==> config.mk <==
export PLATFORM = sky130hd
export DESIGN_NAME = wb_slave_regs_flat
export DESIGN_NICKNAME = d
export VERILOG_FILES = /design/src/rtl/wb_slave_regs_if.sv /design/src/rtl/wb_slave_regs.sv /design/src/flat_wrapper.sv
export SDC_FILE = /design/constraint.sdc
export NUM_CORES = 1
export LEC_CHECK = 0
export CAP_MARGIN = 5
export CELL_PAD_IN_SITES_DETAIL_PLACEMENT = 1
export CELL_PAD_IN_SITES_GLOBAL_PLACEMENT = 2
export CORE_MARGIN = 4
export CORE_UTILIZATION = 34
export CTS_BUF_LIST = sky130_fd_sc_hd__clkbuf_4
export CTS_CLUSTER_SIZE = 24
export DETAILED_ROUTE_END_ITERATION = 12
export GPL_TIMING_DRIVEN = 0
export PLACE_DENSITY = 0.86
export SLEW_MARGIN = 20
export SYNTH_ARGS = -nofsm -noshare
export SYNTH_HDL_FRONTEND = slang
export SYNTH_SLANG_ARGS = --single-unit
==> constraint.sdc <==
create_clock -name clk_i -period 3.2 [get_ports clk_i]
set_input_delay 0.48 -clock clk_i [delete_from_list [all_inputs] [get_ports clk_i]]
set_output_delay 0.48 -clock clk_i [all_outputs]
set_load 0.02 [all_outputs]
==> src/rtl/wb_slave_regs_if.sv <==
// Wishbone B4 classic bus bundle between an initiator and the register-file responder.
// Signal names keep the responder's point of view (_i into the slave, _o out of it).
interface wb_slave_regs_if #(
    parameter int DATA_WIDTH = 32,
    parameter int ADDR_WIDTH = 4
);
    logic                      cyc_i;
    logic                      stb_i;
    logic                      we_i;
    logic [ADDR_WIDTH-1:0]     adr_i;
    logic [DATA_WIDTH-1:0]     dat_i;
    logic [DATA_WIDTH/8-1:0]   sel_i;
    logic [DATA_WIDTH-1:0]     dat_o;
    logic                      ack_o;
    logic                      err_o;

    modport master (
        output cyc_i, stb_i, we_i, adr_i, dat_i, sel_i,
        input  dat_o, ack_o, err_o
    );

    modport slave (
        input  cyc_i, stb_i, we_i, adr_i, dat_i, sel_i,
        output dat_o, ack_o, err_o
    );
endinterface

==> src/rtl/wb_slave_regs.sv <==
// Wishbone B4 classic responder with a small byte-writable register file.
// Register 0 is a constant ID word; every register is also exported flat on regs_o.
module wb_slave_regs #(
    parameter int                    DATA_WIDTH  = 32,
    parameter int                    ADDR_WIDTH  = 4,
    parameter int                    NUM_REGS    = 8,
    parameter int                    WAIT_STATES = 2,
    parameter logic [DATA_WIDTH-1:0] ID_VALUE    = 32'hCAFE_0001
) (
    input  logic                           clk_i,
    input  logic                           rst_i,
    wb_slave_regs_if.slave                 bus,
    output logic [NUM_REGS*DATA_WIDTH-1:0] regs_o
);
    localparam int SEL_WIDTH = DATA_WIDTH / 8;
    localparam int CNT_WIDTH = (WAIT_STATES > 1) ? $clog2(WAIT_STATES) : 1;

    typedef enum logic [1:0] {
        ST_IDLE = 2'd0,
        ST_WAIT = 2'd1,
        ST_RESP = 2'd2
    } state_t;

    state_t                state_reg, state_next;
    logic [CNT_WIDTH-1:0]  cnt_reg, cnt_next;
    logic [ADDR_WIDTH-1:0] adr_reg;
    logic                  we_reg;
    logic [DATA_WIDTH-1:0] dat_reg;
    logic [SEL_WIDTH-1:0]  sel_reg;

    logic                  req;
    logic                  enter_resp;
    logic                  wr_en;
    logic [ADDR_WIDTH-1:0] wr_adr;
    logic                  wr_we;
    logic [DATA_WIDTH-1:0] wr_dat;
    logic [SEL_WIDTH-1:0]  wr_sel;
    logic [DATA_WIDTH-1:0] rd_data;
    logic [DATA_WIDTH-1:0] reg_val [NUM_REGS];

    function automatic logic is_bad(input logic [ADDR_WIDTH-1:0] adr, input logic we);
        return (32'(adr) >= 32'(NUM_REGS)) || (we && (adr == '0));
    endfunction

    assign req = bus.cyc_i & bus.stb_i;

    always_ff @(posedge clk_i or negedge rst_i) begin
        if (!rst_i) begin
            state_reg <= ST_IDLE;
            cnt_reg   <= '0;
            adr_reg   <= '0;
            we_reg    <= 1'b0;
            dat_reg   <= '0;
            sel_reg   <= '0;
        end else begin
            state_reg <= state_next;
            cnt_reg   <= cnt_next;
            if (state_reg == ST_IDLE && req) begin
                adr_reg <= bus.adr_i;
                we_reg  <= bus.we_i;
                dat_reg <= bus.dat_i;
                sel_reg <= bus.sel_i;
            end
        end
    end

    always_comb begin
        state_next = state_reg;
        cnt_next   = cnt_reg;
        case (state_reg)
            ST_IDLE: begin
                if (req) begin
                    if (WAIT_STATES == 0) begin
                        state_next = ST_RESP;
                    end else begin
                        state_next = ST_WAIT;
                        cnt_next   = CNT_WIDTH'(WAIT_STATES - 1);
                    end
                end
            end
            ST_WAIT: begin
                if (!req)
                    state_next = ST_IDLE;
                else if (cnt_reg == '0)
                    state_next = ST_RESP;
                else
                    cnt_next = cnt_reg - CNT_WIDTH'(1);
            end
            ST_RESP: state_next = ST_IDLE;
            default: state_next = ST_IDLE;
        endcase
    end

    // With zero wait states RESP is entered straight from IDLE, so the commit
    // has to use the live bus fields rather than the not-yet-latched copies.
    assign wr_adr     = (state_reg == ST_IDLE) ? bus.adr_i : adr_reg;
    assign wr_we      = (state_reg == ST_IDLE) ? bus.we_i  : we_reg;
    assign wr_dat     = (state_reg == ST_IDLE) ? bus.dat_i : dat_reg;
    assign wr_sel     = (state_reg == ST_IDLE) ? bus.sel_i : sel_reg;
    assign enter_resp = (state_next == ST_RESP);
    assign wr_en      = enter_resp && wr_we && !is_bad(wr_adr, wr_we);

    assign reg_val[0] = ID_VALUE;

    for (genvar gi = 1; gi < NUM_REGS; gi++) begin : g_reg
        logic [DATA_WIDTH-1:0] data_reg;

        always_ff @(posedge clk_i or negedge rst_i) begin
            if (!rst_i) begin
                data_reg <= '0;
            end else if (wr_en && (wr_adr == ADDR_WIDTH'(gi))) begin
                for (int b = 0; b < SEL_WIDTH; b++)
                    if (wr_sel[b])
                        data_reg[b*8 +: 8] <= wr_dat[b*8 +: 8];
            end
        end

        assign reg_val[gi] = data_reg;
    end

    for (genvar gi = 0; gi < NUM_REGS; gi++) begin : g_export
        assign regs_o[gi*DATA_WIDTH +: DATA_WIDTH] = reg_val[gi];
    end

    always_comb begin
        rd_data = '0;
        for (int i = 0; i < NUM_REGS; i++)
            if (adr_reg == ADDR_WIDTH'(i))
                rd_data = reg_val[i];
    end

    always_comb begin
        bus.ack_o = 1'b0;
        bus.err_o = 1'b0;
        bus.dat_o = '0;
        if (state_reg == ST_RESP) begin
            if (is_bad(adr_reg, we_reg)) begin
                bus.err_o = 1'b1;
            end else begin
                bus.ack_o = 1'b1;
                if (!we_reg)
                    bus.dat_o = rd_data;
            end
        end
    end
endmodule

==> src/flat_wrapper.sv <==
// flat-port wrapper written by rule: the top's interface ports become plain ports
module wb_slave_regs_flat 
#(
    parameter int                    DATA_WIDTH  = 32,
    parameter int                    ADDR_WIDTH  = 4,
    parameter int                    NUM_REGS    = 8,
    parameter int                    WAIT_STATES = 2,
    parameter logic [DATA_WIDTH-1:0] ID_VALUE    = 32'hCAFE_0001
)
  (clk_i, rst_i, regs_o, bus_cyc_i, bus_stb_i, bus_we_i, bus_adr_i, bus_dat_i, bus_sel_i, bus_dat_o, bus_ack_o, bus_err_o);
  wb_slave_regs_if #(.DATA_WIDTH(DATA_WIDTH), .ADDR_WIDTH(ADDR_WIDTH)) bus_i ();
  input  logic clk_i;
  input  logic rst_i;
  output logic [NUM_REGS*DATA_WIDTH-1:0] regs_o;
  input wire logic [$bits(bus_i.cyc_i)-1:0] bus_cyc_i;
  input wire logic [$bits(bus_i.stb_i)-1:0] bus_stb_i;
  input wire logic [$bits(bus_i.we_i)-1:0] bus_we_i;
  input wire logic [$bits(bus_i.adr_i)-1:0] bus_adr_i;
  input wire logic [$bits(bus_i.dat_i)-1:0] bus_dat_i;
  input wire logic [$bits(bus_i.sel_i)-1:0] bus_sel_i;
  output wire logic [$bits(bus_i.dat_o)-1:0] bus_dat_o;
  output wire logic [$bits(bus_i.ack_o)-1:0] bus_ack_o;
  output wire logic [$bits(bus_i.err_o)-1:0] bus_err_o;
  assign bus_i.cyc_i = bus_cyc_i;
  assign bus_i.stb_i = bus_stb_i;
  assign bus_i.we_i = bus_we_i;
  assign bus_i.adr_i = bus_adr_i;
  assign bus_i.dat_i = bus_dat_i;
  assign bus_i.sel_i = bus_sel_i;
  assign bus_dat_o = bus_i.dat_o;
  assign bus_ack_o = bus_i.ack_o;
  assign bus_err_o = bus_i.err_o;
  wb_slave_regs #(.DATA_WIDTH(DATA_WIDTH), .ADDR_WIDTH(ADDR_WIDTH), .NUM_REGS(NUM_REGS), .WAIT_STATES(WAIT_STATES), .ID_VALUE(ID_VALUE)) u_core (.clk_i(clk_i), .rst_i(rst_i), .bus(bus_i), .regs_o(regs_o));
endmodule
# [Yosys cells after proc, flatten, opt, wreduce, memory -nomap -nowiden]
# Cells that the tools add are included.
[word_totals] in_bits=45 ff_bits=268 elab_cells=132 out_inout_bits=290
[classes] n_reduce_logical=48 n_eq_ne=19 n_bitwise=1 addsub=1 magnitude_cmp=2 mux=27
[op_table] operator="2-to-1 mux 32 bit" count=12
[op_table] operator="AND reduction 2 bit" count=28
[op_table] operator="equality test 4 x 3 -> 1 bit, second input constant" count=8
[op_table] operator="equality test 4 x 2 -> 1 bit, second input constant" count=4
[op_table] operator="logical AND 1 bit" count=12
[op_table] operator="equality test 4 x 1 -> 1 bit, second input constant" count=2
[op_table] operator=">= comparator 4 bit, second input constant" count=2
[op_table] operator="logical NOT 4 bit" count=2
[op_table] operator="2-to-1 mux 1 bit" count=8
[op_table] operator="2-to-1 mux 4 bit" count=2
[op_table] operator="2-to-1 mux 2 bit" count=3
[op_table] operator="equality test 2 bit, second input constant" count=2
[op_table] operator="!= test 2 x 1 -> 1 bit, second input constant" count=2
[op_table] operator="case mux 2 bit (2 select lines)" count=1
[op_table] operator="AND reduction 3 bit" count=1
[op_table] operator="equality test 2 x 1 -> 1 bit, second input constant" count=1
[op_table] operator="logical NOT 2 bit" count=1
[op_table] operator="logical OR 1 bit" count=2
[op_table] operator="case mux 1 bit (2 select lines)" count=1
[op_table] operator="nonzero test 2 bit" count=1
[op_table] operator="AND 1 bit" count=1
[op_table] operator="logical NOT 1 bit" count=1
[op_table] operator="subtractor 1 bit, second input constant" count=1

# [Longest topological paths before layout]
[depth] ltp_word=12 ltp_mapped=8 depth_no_buf=4

# [Worst setup path after synthesis]
# No wires, ideal clock.
[synth_path] path_type="register to output" from="register u_core.adr_reg[0]" to="output bus_dat_o[15]" path_stages_with_launch=7 t_arrival_ps=2012 path_buffers=4 t_required_ps=2720 setup_slack_ps=708 cell_sequence="dfrtp_1 > buf_2 > buf_2 > clkbuf_1 > clkbuf_1 > a221oi_1 > nor3_1"
[synth_between] elab_chain_len=11
[synth_lines] item="start, declared" line_no="wb_slave_regs.sv:26" text="logic [ADDR_WIDTH-1:0] adr_reg;"
[synth_lines] item="start signal, assigned" line_no="wb_slave_regs.sv:59" text="adr_reg <= bus.adr_i;"
[synth_lines] item="equality test 4 x 1 -> 1 bit" line_no="wb_slave_regs.sv:128" text="if (adr_reg == ADDR_WIDTH'(i))"
[synth_lines] item="2-to-1 mux 32 bit (7 in a row)" line_no="wb_slave_regs.sv:128"
[synth_lines] item="2-to-1 mux 32 bit" line_no="wb_slave_regs.sv:141" text="if (!we_reg)"
[synth_lines] item="2-to-1 mux 32 bit (*)" line_no="wb_slave_regs.sv:137" text="if (is_bad(adr_reg, we_reg)) begin"
[synth_lines] item="2-to-1 mux 32 bit (*)" line_no="wb_slave_regs.sv:136" text="if (state_reg == ST_RESP) begin"
[synth_lines] item="end, declared" line_no="flat_wrapper.sv:21" text="output wire logic [$bits(bus_i.dat_o)-1:0] bus_dat_o;"
# Every way passes the cells marked *; elsewhere a longest branch is shown, timed or not.

# [Final worst setup path]
[layout_path] from="register u_core.state_reg[0]" to="output bus_dat_o[13]"
[layout_between] elab_chain_len=2
[layout_lines] item="start, declared" line_no="wb_slave_regs.sv:24" text="state_t state_reg, state_next;"
[layout_lines] item="start signal, assigned" line_no="wb_slave_regs.sv:56" text="state_reg <= state_next;"
[layout_lines] item="equality test 2 bit" line_no="wb_slave_regs.sv:136"
[layout_lines] item="2-to-1 mux 32 bit" line_no="wb_slave_regs.sv:136"
# No other way between the ends.

==> impl_metrics.py <==
metrics = {
    "run_status": {
        "status": "complete, no violations",
    },
    "grt": {
        "antenna_found_initial": 11,
        "track_usage": 0.2422,
        "globalRoute.totalOverflow": 0,
        "gr_busiest_metal": "met2",
        "use_met1": 0.3005,
        "wire_length_of_the_first_global_routing_pass_mm": 75.70,
        "largest_net_degree_at_the_start_of_global_routing": 82,
        "grt_use_met2": 0.3975,
        "grt.met3_usage": 0.07780,
        "first_global_vias": 11470,
    },
    "sta": {
        "final-setup-viol-count": 0,
        "hold_viol_final": 0,
        "timing.final.crit_share": 0.9730,
        "grt_setup_unrepaired": "true",
        "measured_slew_at_the_worst_slew_check_pin_ps": 1068,
        "fin_hold_ws_ps": 227.5,
        "fin_skew_ps": 44.40,
        "timing_max_transition_violations_final": 0,
        "finalWorstPathRequiredPeriod_ps": 3114,
        "maxClockFrequency_mhz": 321.2,
        "slew_headroom": 0.2880,
    },
    "cells_and_area": {
        "final_layout_size_suffix_gt1_frac": 0.4128,
        "post_layout_nonfiller_instances": 1989,
        "fillerInstances": 4097,
        "postLayoutCoreUtil": 0.4769,
        "nNetsFinal": 1469,
        "area_growth_pct": 37.97,
        "largest_register_ffs": 224,
    },
    "floorplanning": {
        "design.die.area_um2": 42810,
        "core_region_area_um2": 38920,
        "die-height_um": 206.9,
        "fp.dieW_um": 206.9,
        "fp-row-count": 72,
        "initial_standard_cell_utilization_of_the_core": 0.3456,
        "io-pin-count": 335,
    },
    "setup_path": {
        "cp-end-kind": "primary output",
        "critical_path_fanouts_max": 10,
        "r2r.worst_path.cells": 5,
        "reg_to_reg_critical_path_endpoint": "u_core.dat_reg[6]",
        "crit_path_cell_trace": "buf_4 -> nand2b_4 -> or3_4 -> clkbuf_16 -> nor3_2 -> clkdlybuf4s15_2",
        "reg2reg_setup_slack_ps": 250,
        "crit_slowest_cell": "sky130_fd_sc_hd__or3_4",
        "critPathLaunchType": "flip-flop",
        "worstReg2RegStart": "u_core.state_reg[1]",
        "worst-setup-path-type": "flip-flop to primary output",
        "slowest_delay_ps": 410,
        "timing.critical_path.from": "u_core.state_reg[0]",
        "cp.required_ps": 2720,
        "timing.critical_path.to": "bus_dat_o[13]",
        "arrival_ps": 2630,
    },
    "logic_synthesis": {
        "synth_warn": 0,
        "synth_cell_type_count": 47,
        "synth.cell_area_um2": 13450,
        "syn-mean-instance-area_um2": 13.36,
        "netlist_instances": 1007,
        "synthFlopType": "sky130_fd_sc_hd__dfrtp_1",
        "async_flop_share": 1.000,
        "count_of_flip_flops_with_a_built_in_enable_after_synthesis": 0,
        "synth-seq-cells": 268,
        "synth_seq_area_share": 0.4986,
    },
    "placement": {
        "gp_congestion": 0.7912,
        "hpwl_mm": 36.74,
        "dp_cells": 1860,
        "portBuffers": 302,
    },
    "clock_tree": {
        "worst_skew_pair.late_latency_ps": 750,
        "htree_levels": 3,
        "clock_sink_count": 268,
        "ctsLongestPathBuffers": 3,
        "cts.reportedPaths.clkPinSlew_ps": 60,
        "cts_made_buffers": 80,
        "tritoncts": "yes",
        "clock-root-buffer": "sky130_fd_sc_hd__clkbuf_4",
    },
    "detailed_routing": {
        "avgRoutedWirePerCell_um": 26.30,
        "routed_via_density": 5.169,
        "detail-route-antenna-nets": 0,
        "firstDrtPassIters": 5,
        "route.final.wire_length_mm": 52.31,
        "route.vias.total": 10280,
        "drc": 0,
        "drtIter0Drc": 417,
    },
    "power_and_ir_drop": {
        "powerDensity_nw_per_um2": 473.7,
        "power.ir.vdd_worst_mv": 0.2629,
        "static_leakage_nw": 8.342,
    },
    "run": {
        "drv_cap": 0,
    },
    "min_path": {
        "min-delay-path-class": "input port to asynchronous set/reset pin",
    },
}
-- critical path, delay by kind of cell, from the launching register on --
family	cells	cell delay, ps
buf+inv	3	700
simple gates	3	790
flops	1	390
-- report_power, final --
part	switching (W)	total [W]	internal [W]
clock network	0.00153	0.00316	0.00163
registers	0.000133	0.00369	0.00356
logic	0.00118	0.00194	0.000766
total	0.00284	0.00879	0.00595
-- repair_timing --
item / CTS / global route
resized for setup: 252 / 21
setup endpoints to repair: 34 / 19
buffers inserted: 1 / 1
hold endpoints to repair: 102 / 0
gates cloned: 0 / 0
pin swaps: 1 / 1
hold buffers: 1 / 0
-- metal layers --
| metal | up-vias | wire [um] |
|---|---|---|
| li1 | 4532 | - |
| met1 | 5260 | 21460 |
| met2 | 370 | 25200 |
| met3 | 106 | 4031 |
| met4 | 14 | 1511 |
| met5 | - | 97 |
-- worst min-delay path by stage --
stage / to / slack [ps]
6_report: u_core.g_reg[2].data_reg[7] / 230
5_1_grt: u_core.g_reg[3].data_reg[5] / 220
3_3_place_gp: u_core.cnt_reg / 470
4_1_cts: u_core.dat_reg[10] / 160
3_5_place_dp: u_core.g_reg[3].data_reg[4] / 410
2_1_floorplan: u_core.adr_reg[0] / 180
-- kinds of logic (layout without fill, tap and decap cells) --
group / count (synthesis) / in the layout / share of synthesized area
muxes: 365 / 365 / 0.3105
DFF: 268 / 268 / 0.4986
AOI/OAI and AO/OA: 155 / 155 / 0.07534
buffers and inverters: 116 / 547 / 0.04465
and+or+nand+nor: 101 / 101 / 0.07041
other: 2 / 35 / 0.0005583
-- cell usage after synthesis, types with 2 or more instances --
| cell type | instances | share of area |
|---|---|---|
| sky130_fd_sc_hd__buf_4 | 35 | 0.020 |
| sky130_fd_sc_hd__nor4_4 | 23 | 0.036 |
| sky130_fd_sc_hd__o2bb2ai_1 | 13 | 0.0085 |
| sky130_fd_sc_hd__mux2_2 | 311 | 0.26 |
| sky130_fd_sc_hd__o21ai_0 | 37 | 0.014 |
| sky130_fd_sc_hd__a221oi_1 | 7 | 0.0046 |
| sky130_fd_sc_hd__inv_1 | 24 | 0.0067 |
| sky130_fd_sc_hd__buf_1 | 8 | 0.0022 |
| sky130_fd_sc_hd__a21oi_1 | 44 | 0.016 |
| sky130_fd_sc_hd__or4b_1 | 2 | 0.0015 |
| sky130_fd_sc_hd__buf_6 | 3 | 0.0025 |
| sky130_fd_sc_hd__nand2_1 | 26 | 0.0073 |
| sky130_fd_sc_hd__dfrtp_1 | 268 | 0.50 |
| sky130_fd_sc_hd__mux4_2 | 7 | 0.012 |
| sky130_fd_sc_hd__nand3_1 | 2 | 0.00074 |
| sky130_fd_sc_hd__mux2i_4 | 3 | 0.0050 |
| sky130_fd_sc_hd__conb_1 | 2 | 0.00056 |
| sky130_fd_sc_hd__a22o_1 | 11 | 0.0072 |
| sky130_fd_sc_hd__or4_1 | 2 | 0.0011 |
| sky130_fd_sc_hd__nor2b_1 | 9 | 0.0042 |
| sky130_fd_sc_hd__mux2i_1 | 39 | 0.029 |
| sky130_fd_sc_hd__o22ai_1 | 13 | 0.0060 |
| sky130_fd_sc_hd__o21a_1 | 13 | 0.0073 |
| sky130_fd_sc_hd__mux2_1 | 4 | 0.0033 |
| sky130_fd_sc_hd__nor2_1 | 6 | 0.0017 |
| sky130_fd_sc_hd__clkbuf_1 | 37 | 0.010 |
| sky130_fd_sc_hd__nor3_1 | 9 | 0.0033 |
| sky130_fd_sc_hd__or2_2 | 3 | 0.0014 |
| sky130_fd_sc_hd__or3_1 | 2 | 0.00093 |
| sky130_fd_sc_hd__buf_2 | 9 | 0.0033 |
| sky130_fd_sc_hd__nand2b_1 | 7 | 0.0033 |
| sky130_fd_sc_hd__nor4b_4 | 2 | 0.0035 |
| sky130_fd_sc_hd__o211ai_1 | 12 | 0.0067 |
-- cell type report --
| type | instances | area [um2] | share of cell area |
|---|---|---|---|
| timing repair buffer | 308 | 3045 | 0.1641 |
| clock buffer | 109 | 818.3 | 0.04409 |
| inverter | 24 | 90.09 | 0.004854 |
| tap | 518 | 648.1 | 0.03492 |
| clock inverter | 17 | 97.59 | 0.005259 |
| antenna | 3 | 7.507 | 0.0004045 |
| sequential | 268 | 6710 | 0.3616 |
| multi-input combinational | 653 | 6339 | 0.3415 |
| buffer | 89 | 803.3 | 0.04328 |
-- cells in the final DEF (no fill, tap or decap), types with 5 or more instances in the layout --
cell                              instances
sky130_fd_sc_hd__mux2_2                 311
sky130_fd_sc_hd__conb_1                  32
sky130_fd_sc_hd__a21oi_1                 38
sky130_fd_sc_hd__dfrtp_1                267
sky130_fd_sc_hd__a21oi_2                  6
sky130_fd_sc_hd__o21a_1                  13
sky130_fd_sc_hd__o21ai_0                 34
sky130_fd_sc_hd__o2bb2ai_1               11
sky130_fd_sc_hd__inv_1                   24
sky130_fd_sc_hd__nor3_1                   7
sky130_fd_sc_hd__a22o_1                  11
sky130_fd_sc_hd__clkdlybuf4s15_2          9
sky130_fd_sc_hd__nor2_1                   6
sky130_fd_sc_hd__clkbuf_8                 8
sky130_fd_sc_hd__o22ai_1                 13
sky130_fd_sc_hd__clkdlybuf4s50_1        267
sky130_fd_sc_hd__nor2b_1                  8
sky130_fd_sc_hd__buf_6                    5
sky130_fd_sc_hd__buf_2                   25
sky130_fd_sc_hd__o211ai_1                12
sky130_fd_sc_hd__buf_4                   46
sky130_fd_sc_hd__mux4_2                   7
sky130_fd_sc_hd__nand2b_1                 5
sky130_fd_sc_hd__clkbuf_1                 7
sky130_fd_sc_hd__mux2i_1                 38
sky130_fd_sc_hd__clkinv_1                12
sky130_fd_sc_hd__nor4_4                  23
sky130_fd_sc_hd__clkbuf_4               119
sky130_fd_sc_hd__nand2_1                 26
sky130_fd_sc_hd__a221oi_1                 7
-- through the flow --
stage          setup slack [ps]  TNS [ps]  instance area (um2)  power [W]
2_1_floorplan             708.2         0                13560   0.004741
3_3_place_gp             -10260  -2772730                17240   0.005507
3_5_place_dp              -1252    -29510                17330   0.005563
4_1_cts                   2.736         0                18520   0.008921
5_1_grt                  -5.360    -5.360                18560   0.009240
6_report                  86.30         0                18560   0.008792
No activity file was read; power rests on OpenSTA's default activity.
